**config.mk**
```make
export PLATFORM = sky130hd
export DESIGN_NAME = ad_gpio_in_debounce
export DESIGN_NICKNAME = d
export VERILOG_FILES = /design/src/rtl/ad_gpio_in_debounce_pkg.sv /design/src/rtl/ad_gpio_in_debounce_db_bit.sv /design/src/rtl/ad_gpio_in_debounce.sv
export SDC_FILE = /design/constraint.sdc
export NUM_CORES = 1
export LEC_CHECK = 0
export BUFFER_PORTS_ARGS = -buffer_cell sky130_fd_sc_hd__buf_2
export CAP_MARGIN = 20
export CORE_MARGIN = 4
export CORE_UTILIZATION = 55
export CTS_BUF_LIST = sky130_fd_sc_hd__clkbuf_16
export CTS_CLUSTER_SIZE = 12
export DETAILED_ROUTE_END_ITERATION = 6
export PLACE_DENSITY = 0.77
export SKIP_CTS_REPAIR_TIMING = 1
export SLEW_MARGIN = 15
export SYNTH_ARGS = -nofsm -noshare
export SYNTH_HDL_FRONTEND = slang
export SYNTH_SLANG_ARGS = --single-unit
```
**constraint.sdc**
```tcl
create_clock -name clk -period 3.8 [get_ports clk]
set_input_delay 0.19 -clock clk [delete_from_list [all_inputs] [get_ports clk]]
set_output_delay 0.19 -clock clk [all_outputs]
set_load 0.03 [all_outputs]
```
**src/rtl/ad_gpio_in_debounce_pkg.sv**
```systemverilog
// Shared constants, edge encoding and counter sizing for the GPIO input debouncer.
package ad_gpio_in_pkg;

    localparam int SYNC_STAGES_MIN = 2;
    localparam int SYNC_STAGES_MAX = 4;

    typedef enum logic [1:0] {
        EDGE_NONE = 2'd0,
        EDGE_RISE = 2'd1,
        EDGE_FALL = 2'd2
    } edge_t;

    // Counter must hold 0..DEBOUNCE_CYCLES; floor of 1 bit keeps degenerate sizes legal.
    function automatic int cnt_width(input int cycles);
        return (cycles < 1) ? 1 : $clog2(cycles + 1);
    endfunction

endpackage

```
**src/rtl/ad_gpio_in_debounce_db_bit.sv**
```systemverilog
// One input bit: multi-flop synchronizer, disagreement counter, debounced level and
// registered edge pulses aligned with the cycle the new level first appears.
module ad_gpio_in_db_bit
    import ad_gpio_in_pkg::*;
#(
    parameter int SYNC_STAGES     = 2,
    parameter int DEBOUNCE_CYCLES = 1000
) (
    input  logic clk,
    input  logic rst,
    input  logic gpio_in,
    output logic gpio_db,
    output logic gpio_rise,
    output logic gpio_fall
);

    localparam int                CNT_W    = cnt_width(DEBOUNCE_CYCLES);
    localparam logic [CNT_W-1:0]  CNT_LAST = CNT_W'(DEBOUNCE_CYCLES - 1);

    logic [SYNC_STAGES-1:0] r_sync;
    logic [CNT_W-1:0]       r_cnt;
    logic                   r_db;
    edge_t                  r_edge;

    logic  w_s;
    logic  w_update;
    edge_t w_edge;

    assign w_s = r_sync[SYNC_STAGES-1];

    always_comb begin
        w_update = (w_s != r_db) && (r_cnt == CNT_LAST);
        w_edge   = EDGE_NONE;
        if (w_update) begin
            w_edge = w_s ? EDGE_RISE : EDGE_FALL;
        end
    end

    always_ff @(posedge clk) begin
        if (rst) begin
            r_sync <= '0;
            r_cnt  <= '0;
            r_db   <= 1'b0;
            r_edge <= EDGE_NONE;
        end else begin
            r_sync <= {r_sync[SYNC_STAGES-2:0], gpio_in};
            r_edge <= w_edge;
            // Any agreement restarts the count, so the counter never needs to saturate.
            if (w_s == r_db) begin
                r_cnt <= '0;
            end else if (w_update) begin
                r_db  <= w_s;
                r_cnt <= '0;
            end else begin
                r_cnt <= r_cnt + 1'b1;
            end
        end
    end

    assign gpio_db   = r_db;
    assign gpio_rise = (r_edge == EDGE_RISE);
    assign gpio_fall = (r_edge == EDGE_FALL);

endmodule

```
**src/rtl/ad_gpio_in_debounce.sv**
```systemverilog
// GPIO input conditioner: per-bit debounce plus sticky rise/fall interrupt status.
// Status/irq logic is present only when AD_GPIO_IN_DEBOUNCE_IRQ_EN is defined.
module ad_gpio_in_debounce
    import ad_gpio_in_pkg::*;
#(
    parameter int DATA_WIDTH      = 3,
    parameter int SYNC_STAGES     = 2,
    parameter int DEBOUNCE_CYCLES = 1000
) (
    input  logic                  clk,
    input  logic                  rst,
    input  logic [DATA_WIDTH-1:0] gpio_in,
    output logic [DATA_WIDTH-1:0] gpio_db,
    output logic [DATA_WIDTH-1:0] gpio_rise,
    output logic [DATA_WIDTH-1:0] gpio_fall,
    input  logic [DATA_WIDTH-1:0] irq_rise_en,
    input  logic [DATA_WIDTH-1:0] irq_fall_en,
    input  logic [DATA_WIDTH-1:0] irq_clr,
    output logic [DATA_WIDTH-1:0] irq_status,
    output logic                  irq
);

    generate
        if (DEBOUNCE_CYCLES < 1) begin : g_bad_debounce
            $error("ad_gpio_in_debounce: DEBOUNCE_CYCLES must be >= 1");
        end
        if ((SYNC_STAGES < SYNC_STAGES_MIN) || (SYNC_STAGES > SYNC_STAGES_MAX)) begin : g_bad_sync
            $error("ad_gpio_in_debounce: SYNC_STAGES out of range 2..4");
        end
    endgenerate

    logic [DATA_WIDTH-1:0] w_db;
    logic [DATA_WIDTH-1:0] w_rise;
    logic [DATA_WIDTH-1:0] w_fall;

    genvar gi;
    generate
        for (gi = 0; gi < DATA_WIDTH; gi = gi + 1) begin : g_bit
            ad_gpio_in_db_bit #(
                .SYNC_STAGES     (SYNC_STAGES),
                .DEBOUNCE_CYCLES (DEBOUNCE_CYCLES)
            ) u_db_bit (
                .clk       (clk),
                .rst       (rst),
                .gpio_in   (gpio_in[gi]),
                .gpio_db   (w_db[gi]),
                .gpio_rise (w_rise[gi]),
                .gpio_fall (w_fall[gi])
            );
        end
    endgenerate

    assign gpio_db   = w_db;
    assign gpio_rise = w_rise;
    assign gpio_fall = w_fall;

`ifdef AD_GPIO_IN_DEBOUNCE_IRQ_EN
    logic [DATA_WIDTH-1:0] r_irq_status;

    // Set terms are OR'd after the clear mask, so a new edge beats a coincident clear.
    always_ff @(posedge clk) begin
        if (rst) begin
            r_irq_status <= '0;
        end else begin
            r_irq_status <= (r_irq_status & ~irq_clr)
                          | (w_rise & irq_rise_en)
                          | (w_fall & irq_fall_en);
        end
    end

    assign irq_status = r_irq_status;
    assign irq        = |r_irq_status;
`else
    logic w_unused_irq_inputs;

    assign w_unused_irq_inputs = ^{irq_rise_en, irq_fall_en, irq_clr};
    assign irq_status          = '0;
    assign irq                 = 1'b0;
`endif

endmodule

```
==> results <==
- The xor and xnor area share after synthesis is 8.42%.
- The final max-slew violation count is 0.
- For this block, the routed nets add up to 3020 um of wire.
- After synthesis, the share of flip-flops with an asynchronous set or reset is 0%.
- Detailed placement finished with a half-perimeter wire length of 2120 um.
- The synthesized instance count is 210.
- For this run, global-route usage on met3 was measured as 6.16%.
- The proportion of netlist area held by the largest area contributor is 45.9%.
- The clock arrives with 2.45 ps of skew.
- The number of sinks handled by clock tree synthesis is 45.
- Including well taps, the total number of placed cells is 258.
- The wire length of the first global-routing pass is 5170 um.
- TritonCTS built the clock tree.
- The synthesized netlist occupies a cell area of 1960 um^2.
- The pin count of the biggest net entering global routing is 18.
- Relative to the synthesized area, the layout overhead comes to 11.4%.
- The global route total overflow is 0.
- The met1 layer usage reported by global route is 18.6%.
- Sequential cells account for 45.8% of the total power.
- The count of nets left with antenna violations once routing finished came out at 0.
- The sequential area share after synthesis is 45.9%.
- In this run, synthesis inferred 0 flip-flops with an integrated enable.
- The CTS buffer count is 5.
- The setup TNS is 0 ps.
- The netlist uses 39 different library cells.
- The kind of critical path is reg -> reg.
- After synthesis, the cell types taking the most area are sky130_fd_sc_hd__dfxtp_1 46%, sky130_fd_sc_hd__buf_4 5.0%, sky130_fd_sc_hd__nor2_1 4.8%.
- Summing the areas of all compound-gate instances in the mapped netlist gives 6.70% of the synthesized area.
- The die width is 67.7 um.
- Of the available clock period, the critical path in the final layout requires 36.8%.
- The worst path setup slack after routing is 2400 ps.
- The internal portion of the total power is 0.856 mW.
- The number of cells in the finished layout apart from fillers is 266.
- The via count of the first global-routing pass is 1223.
- The peak-usage layer in the global routing report is met2.
- The number of remaining DRC errors is 0.
- The data required time at the worst endpoint is 3970 ps.
- The most common cell in the synthesized netlist is sky130_fd_sc_hd__dfxtp_1.
- Along the worst path, the maximum fanout reaches 5.
- The power share of the combinational group is 1.8%.
- Measured along the y axis, the die boundary spans 67.7 um.
- The H-tree generated during clock tree synthesis spans 2 levels.
- The switching fraction of total power is 18.0%.
- Summing the areas of all fa, ha and maj instances in the mapped netlist gives 1.91% of the synthesized area.
- The share of post-route cells with drive strength above 1 is 14.5%.
- The power density over cell area is 478 nW/um^2.
- The final critical delay including setup and external delays is 1400 ps.
- The synthesis-stage register bit count is 45.
- The clock root buffer master is sky130_fd_sc_hd__clkbuf_16.
- The biggest area contributor in the post-synthesis netlist is sky130_fd_sc_hd__dfxtp_1.
- Setup violations remaining at the end of the flow were counted as 0.
- The violation count after the first detailed-route iteration is 69.
- The initial standard-cell utilization of the core is 57.8%.
- The final antenna diode count is 0.
- The number of placement rows is 21.
- The flow ran to the end, and the final reports show no timing, DRC or antenna violations.
- The worst hold-check path type is in -> reg.
- The maximum clock frequency is 715 MHz.
- The met2 global-route usage is 23.3%.
- The count of buffers from port buffering is 13.
- Sorting the synthesized cells by how often they occur yields 45 x sky130_fd_sc_hd__dfxtp_1, 25 x sky130_fd_sc_hd__nor2_1, 15 x sky130_fd_sc_hd__nand2_1.
- The initial antenna violation count is 0.
- Setup repair after global routing left no endpoint under its margin.
- Prior to clock tree synthesis, the placed netlist has a worst setup slack of 2400 ps.
- The top-level port count is 27.
- After Yosys synthesis, and, or, nand and nor cells account for 29.2% of the synthesized area.
- Of the total power, the clock network draws 52.4%.
- The max-capacitance violation count is 0.
- The share of cell area taken by muxes after synthesis is 1.53%.
- The clock passes through at most 2 buffers.
- At the later pin of the worst-skew pair, clock insertion delay measures 280 ps.
- The first-pass detailed-route iteration total is 4.
- Yosys printed 0 warnings.
- In this run the static leakage power is 0.885 nW.
- The worst setup path is launched from a flip-flop.
- Across the VDD grid, the largest voltage drop is 0.367 mV.
- At the end of routability-driven placement, the weighted congestion stood at 0.772.
- The final count of hold timing violations came to 0.
- For this run, the leading register cell type out of synthesis is sky130_fd_sc_hd__dfxtp_1.
- STA classifies the critical path endpoint as a flip-flop.
- The routed wirelength normalized by instance count is 11.3 um.
- For this run, the share of the core covered by cells in the final layout is 64.4%.
- The total number of nets in the final design is 236.
- The final route contains 1352 vias.
- The overall routing resource usage is 15.3%.
- Data on the critical path arrives at its endpoint at 1570 ps.
- Clock-pin slew was measured on the worst setup and hold paths at 60 ps.
- After synthesis, the largest family of logic cells by area is simple AND/OR/NAND/NOR gates.
- The die covers 4580 um^2.
- The power spent charging and discharging nets is 0.188 mW.
- The standard cell core area is 3390 um^2.
- The routed via count divided by cell count is 5.08.
- The mean area per synthesized cell is 9.34 um^2.
final timing paths:
path | from | depth (start not counted) | slack [ps] | to
worst min register to register | g_bit[1].u_db_bit.r_sync[0] | 1 | 440 | g_bit[1].u_db_bit.r_sync[1]
worst max register to register | g_bit[0].u_db_bit.r_cnt[0] | 5 | 2400 | g_bit[0].u_db_bit.gpio_db
worst max-delay path | g_bit[0].u_db_bit.r_cnt[0] | 5 | 2400 | g_bit[0].u_db_bit.gpio_db
worst min-delay path | gpio_in[1] | 2 | 120 | g_bit[1].u_db_bit.r_sync[0]
flip-flops by register name, summed over array words and instances (netlist names):
name                    flops
g_bit.u_db_bit.r_sync       6
g_bit.u_db_bit.gpio_db      3
g_bit.u_db_bit.r_cnt       30
g_bit.u_db_bit.r_edge       6
area by class of cell:
type / instances / area, um^2
Fill cell: 272 / 1210
Multi-Input combinational cell: 149 / 951
Sequential cell: 45 / 901
Clock buffer: 5 / 125
Clock inverter: 3 / 65.1
Timing Repair Buffer: 13 / 65.1
Tap cell: 46 / 57.6
Inverter: 5 / 18.8
placed cells by master (no fill, tap or decap), types with 4 or more instances in the layout:
cell type                    n
sky130_fd_sc_hd__dfxtp_1    45
sky130_fd_sc_hd__nor2_1     25
sky130_fd_sc_hd__nand2_1    15
sky130_fd_sc_hd__nor2b_1    14
sky130_fd_sc_hd__buf_2      13
sky130_fd_sc_hd__nand3_1    10
sky130_fd_sc_hd__xnor2_1     9
sky130_fd_sc_hd__xor2_1      8
sky130_fd_sc_hd__nor3_1      8
sky130_fd_sc_hd__and3_1      7
sky130_fd_sc_hd__a21oi_1     6
sky130_fd_sc_hd__inv_1       5
sky130_fd_sc_hd__clkbuf_16   5
sky130_fd_sc_hd__a31oi_1     4
sky130_fd_sc_hd__conb_1      4
per-layer routing:
| metal | vias up | share of wire [%] |
|---|---|---|
| met3 | 7 | 4.5 |
| met1 | 610 | 49 |
| met2 | 20 | 45 |
| met4 | 0 | 2.0 |
| li1 | 715 | - |
| met5 | - | 0 |
cells by family after synthesis:
group / count (synthesis)
AO/OA/AOI/OAI: 19
XOR/XNOR: 18
adder cells (fa/ha/maj): 3
buffers and inverters: 19
flip-flops: 45
multiplexers: 3
other: 1
AND/OR/NAND/NOR: 102
per-stage QoR:
stage                     cell area [um^2]  hold slack [ps]  power (mW)
after floorplan                       1970              262       0.506
after global placement                1990              396       0.507
after detailed placement              1990              407       0.507
after CTS                             2180              110        1.06
after global routing                  2180              138        1.08
final                                 2180              115        1.04
worst max-delay path, cell delays in order (launching register included):
cell and delay, ps:
sky130_fd_sc_hd__dfxtp_1 350, sky130_fd_sc_hd__ha_1 230, sky130_fd_sc_hd__and4bb_1 320, sky130_fd_sc_hd__nand4_4 160
sky130_fd_sc_hd__mux2i_1 180, sky130_fd_sc_hd__nor2_1 50
power groups by stage:
stage	clock [mW]	combinational (mW)	sequential, mW
CTS	0.559	0.0189	0.478
floorplan	0	0.0174	0.488
global placement	0	0.0185	0.489
global route	0.581	0.0213	0.478
finish	0.548	0.0188	0.478
detailed placement	0	0.0188	0.489
Power figures use the tool's default switching activity.
